## src/rtl/curr_block_feeder.sv

```systemverilog
// curr_block_feeder: streams current-block pixel pairs from the block buffer
// into the PE chain, CB1/CB2 phase first, then CB3/CB4 phase.
module curr_block_feeder #(
  parameter int PIXEL  = 8,
  parameter int ROWS   = 8,
  parameter int ADDR_W = 6
) (
  input  logic                 clk,
  input  logic                 rst_n,
  input  logic                 start,
  input  logic [ADDR_W-1:0]    base_addr,
  input  logic                 hold,
  output logic                 mem_rd_en,
  output logic [ADDR_W-1:0]    mem_addr,
  input  logic [2*PIXEL-1:0]   mem_rdata,
  output logic [PIXEL-1:0]     in_curr1,
  output logic [PIXEL-1:0]     in_curr2,
  output logic                 in_curr_enable,
  output logic                 CB_select,
  output logic                 busy,
  output logic                 done
);

  localparam int CNT_W = $clog2(2*ROWS) + 1;
  localparam logic [CNT_W-1:0] LAST_K = CNT_W'(2*ROWS - 1);
  localparam logic [CNT_W-1:0] HALF_K = CNT_W'(ROWS);

  typedef enum logic [1:0] {IDLE, ISSUE, FLUSH} state_t;

  state_t              state;
  logic [CNT_W-1:0]    k;
  logic [ADDR_W-1:0]   base_q;
  logic                issue;
  logic                rd_valid;
  logic                rd_tag;

  // Issue is combinational on hold so a stalled cycle never strobes the buffer.
  assign issue     = (state == ISSUE) && !hold;
  assign mem_rd_en = issue;
  assign mem_addr  = base_q + ADDR_W'(k);

  always_ff @(posedge clk or negedge rst_n) begin
    if (!rst_n) begin
      state  <= IDLE;
      k      <= '0;
      base_q <= '0;
      busy   <= 1'b0;
      done   <= 1'b0;
    end else begin
      done <= 1'b0;
      case (state)
        IDLE: begin
          if (start) begin
            base_q <= base_addr;
            k      <= '0;
            busy   <= 1'b1;
            state  <= ISSUE;
          end
        end
        ISSUE: begin
          if (!hold) begin
            k <= k + CNT_W'(1);
            if (k == LAST_K) state <= FLUSH;
          end
        end
        FLUSH: begin
          // The final issued word is in the capture stage until rd_valid drops.
          if (!rd_valid) begin
            state <= IDLE;
            busy  <= 1'b0;
            done  <= 1'b1;
          end
        end
        default: state <= IDLE;
      endcase
    end
  end

  always_ff @(posedge clk or negedge rst_n) begin
    if (!rst_n) begin
      rd_valid       <= 1'b0;
      rd_tag         <= 1'b0;
      in_curr_enable <= 1'b0;
      in_curr1       <= '0;
      in_curr2       <= '0;
      CB_select      <= 1'b0;
    end else begin
      rd_valid       <= issue;
      rd_tag         <= (k < HALF_K);
      in_curr_enable <= rd_valid;
      if (rd_valid) begin
        in_curr1  <= mem_rdata[PIXEL-1:0];
        in_curr2  <= mem_rdata[2*PIXEL-1:PIXEL];
        CB_select <= rd_tag;
      end
    end
  end

endmodule

```

## config.mk

```make
export PLATFORM = sky130hd
export DESIGN_NAME = curr_block_feeder
export DESIGN_NICKNAME = d
export VERILOG_FILES = /design/src/rtl/curr_block_feeder.sv
export SDC_FILE = /design/constraint.sdc
export NUM_CORES = 1
export LEC_CHECK = 0
export BUFFER_PORTS_ARGS = -buffer_cell sky130_fd_sc_hd__buf_4
export CORE_ASPECT_RATIO = 1.75
export CORE_MARGIN = 2
export CORE_UTILIZATION = 44
export DETAILED_ROUTE_END_ITERATION = 10
export PLACE_DENSITY_LB_ADDON = 0.1
export RECOVER_POWER = 25
export SYNTH_ARGS = -nofsm -noshare
export SYNTH_HDL_FRONTEND = slang
export SYNTH_SLANG_ARGS = --single-unit
```

## constraint.sdc

```tcl
create_clock -name clk -period 1.95 [get_ports clk]
set_input_delay 0.39 -clock clk [delete_from_list [all_inputs] [get_ports clk]]
set_output_delay 0.39 -clock clk [all_outputs]
set_load 0.01 [all_outputs]
```

-- Yosys cells after proc, flatten, opt, wreduce, memory -nomap -nowiden
Cells that the tools add are included.
- add/sub/neg operators: 2
- mux-type cells: 13
- equality and inequality tests: 7
- reduce and logical (&&, ||, !) cells: 9
- order comparisons: 1
- operator list (cell ; count):
    5-bit 2-to-1 mux ; 2
    5-bit case mux with 2 select lines ; 1
    2-bit 2-to-1 mux ; 4
    6-bit by 5-bit adder with 6-bit output ; 1
    2-bit != test, second input constant ; 3
    2-bit case mux with 3 select lines ; 1
    3-bit AND reduction ; 2
    5-bit by 1-bit adder with 5-bit output, second input constant ; 1
    5-bit by 4-bit == test with 1-bit output, second input constant ; 1
    5-bit by 4-bit < comparator with 1-bit output, second input constant ; 1
    1-bit 2-to-1 mux ; 4
    4-bit AND reduction ; 1
    2-bit nonzero test ; 2
    2-bit by 1-bit == test with 1-bit output, second input constant ; 1
    2-bit == test, second input constant ; 1
    2-bit zero test ; 1
    2-bit by 1-bit != test with 1-bit output, second input constant ; 1
    1-bit case mux with 2 select lines ; 1
    2-bit AND reduction ; 1
    1-bit logical AND ; 1
    1-bit zero test ; 1
- bits in registers: 35
- logic and storage cells: 43
- output and inout port bits: 27
- input bits: 26

-- Depth between registers and ports, before layout
- word-level depth: 4
- gate-level depth with buffers: 6
- mapped depth without buffers: 6

-- Worst setup path before layout
OpenSTA, ideal clock, no wires.
- kind: register to output
- from: reg k[1]
- to: out mem_addr[5]
- stages on the path, launching flop included: 5
- buffers on the path: 0
- slack: 0.001 ns
- arrival: 1.559 ns
- data required time: 1.560 ns
- cells stage by stage: dfrtp_1 -> ha_1 -> a211oi_1 -> nor3_1 -> or3b_2
- cells in the longest elaborated chain, start to end: 1
- ends and longest elaborated chain (what ; RTL line ; text):
    from (decl) ; 31 ; logic [CNT_W-1:0] k;
    from (signal assigned) ; 62 ; k <= k + CNT_W'(1);
    6-bit by 5-bit adder with 6-bit output ; 40 ; assign mem_addr = base_q + ADDR_W'(k);
    to (decl) ; 14 ; output logic [ADDR_W-1:0] mem_addr,
No other way between the ends.

-- Worst setup path in the final report
- from: reg k[0]
- to: out mem_addr[5]
The elaborated chain is that of the path after synthesis.

==> results.md <==
- Outcome: finished with violations
- Failing checks: negative setup slack
- Post-route insts no fill: 234
- Mapped Nets: 151
- Async S/R FF share, synth: 1.00
- Reg2reg setup slack: 270 ps
- Hold WC Path Type: primary input to asynchronous set/reset pin
- CP endpoint kind: output pin
- Min cycle time layout: approximately 2200 ps
- Sink Count: 35
- Clk slew on worst S/H paths: approximately 70 ps
- PwrDens: approximately 1700 mW/mm^2
- Setup Viol. Count Final: 4
- Peak Freq: approximately 450 MHz
- Detailed Route Iter0 Violations: 21
- CTS buffer count: 5
- Nets: 222
- Cell accounting for the most synthesized area: dfrtp_1
- Final-report hold violation count: 0
- CTS tree: yes
- WS Path Type: register to output pin
- Die H: roughly 83 um
- Rows: 28
- Skew final: about 5.2 ps
- Max Slew Vio Count: 0
- FF-to-FF End: state[1]
- GP Congestion: approximately 0.83
- Routed Antenna Nets: 0
- Die X: approximately 50 um
- Largest net degree at the start of global routing: 36
- I/O pins: 53
- GRT Resource Usage Total: 0.184
- Number of global-route vias before repair: between 1000 and 1500
- Via density: about 5.0
- Initial antenna violation count: 0
- Proportion of layout cells with a drive suffix above 1: 0.593
- Clk buf depth: 2
- DR WL/cell: approximately 15 um
- Max_slew headroom: 0.433
- Setup WS post-layout: -264 ps
- Static Leak: 1.08 nW
- Cell with the most instances after synthesis: dfrtp_1
- CTS root buf: clkbuf_8
- CORE AREA: 0.00340 mm^2
- Yosys cell types: 32
- Vias: 1179
- Number of synthesized flops with an enable pin: 0
- Area grow syn2layout: 46.3%
- Tcrit/Tclk final: 1.14
- Crit path required time: between 1500 and 2000 ps
- Reg-to-Reg Start: k[0]
- Max FO, Critical Path: 2
- Post-synth top flop: dfrtp_1
- Largest cells by area after synthesis: dfrtp_1 56%, mux2_2 16%, ha_1 5.6%, o21ai_0 2.2%, or3b_2 1.7%
- Commonest cells post-synth: 35 x dfrtp_1, 23 x mux2_2, 7 x ha_1, 7 x o21ai_0
- Die footprint: 0.00409 mm^2
- Worst path arrival time: around 1800 ps
- Setup tns final: -776 ps
- Syn_area_per_cell: 13.5 um^2
- Critical Path Start: k[0]
- Setup WS pre-CTS: -142 ps
- Worst setup SP type: register
- DRC viols: 0
- Worst slew pin tran: about 850 ps
- Detailed Route WL: between 3 and 4 mm
- DP HPWL: between 2 and 2.5 mm
- Peak supply drop: ~0.0015 V
- Starting Density: 0.463
- First-pass GRT wire length: 5.69 mm
- Grt ovf: 0
- Synth warn: 0
- CTS H-tree depth: 2
- Synth Instances: between 100 and 150
- Placed insts: 221
- CP endpoint: mem_addr[5]
- Path depth of the worst reg2reg path: 8
- Maxcap violations: 0
- Unrepaired setup endpoints after global routing: true
- Sequential-to-total area share from yosys stat: 0.556
- Yosys reg bits: 35
- Clock Latency Late Sink: 290 ps
- Antenna cells: 0
- Post-synth top area share: 0.556
- I/O Buffers: 52
- Post-Synthesis Cell Area: 0.00157 mm^2
- Drt first pass iters: 4
## state kept, by name (all words and copies together), names as in the netlist
name	flops
in_curr_enable	1
rd_valid	1
rd_tag	1
base_q	6
busy	1
done	1
k	5
in_curr2	8
CB_select	1
in_curr1	8
state	2
## worst min-delay path by stage
stage | startpoint | endpoint | slack, ps
after global routing | rst_n | in_curr1[5] | 270
after CTS | rst_n | rd_valid | 50
after detailed placement | rst_n | in_curr1[2] | 360
after global placement | rst_n | in_curr1[2] | 360
final | rst_n | k[2] | 200
after floorplan | rst_n | CB_select | 90
## worst max-delay path, cell delays in order (launching register included)
cell and delay (ps):
dfrtp_1 410, ha_4 190, buf_6 120, a211oi_4 240
nor3_1 80, or3b_4 370, buf_6 130
## logic make-up (layout without fill, tap and decap cells)
kind of cell / Yosys count / after routing / synth area share
adder cells (fa/ha/maj): 8 / 8 / 0.0684
XOR/XNOR: 3 / 3 / 0.0167
buffers and inverters: 8 / 80 / 0.0262
AND/OR/NAND/NOR: 20 / 20 / 0.0851
flip-flops: 35 / 35 / 0.556
AO/OA/AOI/OAI: 19 / 19 / 0.0763
multiplexers: 24 / 24 / 0.171
## final cells by class
type | instances | area, um^2
Sequential cell | 35 | 876
Fill cell | 260 | 1100
Clock buffer | 8 | 100
Inverter | 5 | 20.0
Multi-Input combinational cell | 74 | 727
Tap cell | 45 | 56.3
Timing Repair Buffer | 67 | 523
## where the power goes
part           internal [W]  leakage, nW  switching, W
clock              0.000322       0.0515      0.000241
combinational       0.00134        0.619      0.000908
sequential         0.000980        0.412      0.000217
## layer usage
| metal | routed length [um] | GRT usage |
|---|---|---|
| met4 | 80 | 0.0883 |
| met5 | 0 | 0 |
| met3 | 172 | 0.0540 |
| met2 | 2040 | 0.342 |
| met1 | 1180 | 0.178 |
## through the flow
stage	total power (W)	area [um^2]	util	hold slack (ps)
2_1_floorplan	0.00213	1570	-	94.4
3_3_place_gp	0.00294	2070	0.610	357
3_5_place_dp	0.00302	2070	0.610	361
4_1_cts	0.00375	2210	0.651	53.9
5_1_grt	0.00430	2300	0.677	273
6_report	0.00401	2300	0.677	202
## layout by cell type (no fill, tap or decap), drive strengths merged, types with 2 or more instances in the layout
cell,instances
buf,66
dfrtp,35
mux2,23
clkbuf,9
o21ai,7
ha,7
inv,4
nand2,4
or3b,4
a21oi,4
a21o,2
xnor2,2
nor2,2
nand3,2
a22o,2
nor3b,2
## timing repair
action,in CTS,in global routing
resized for setup,8,10
setup buffers,2,3
hold buffers,0,0
pin swaps,9,3
endpoints found under the setup margin,5,5
cloned,0,0
Note: power is estimated with default switching activity, not from simulation.
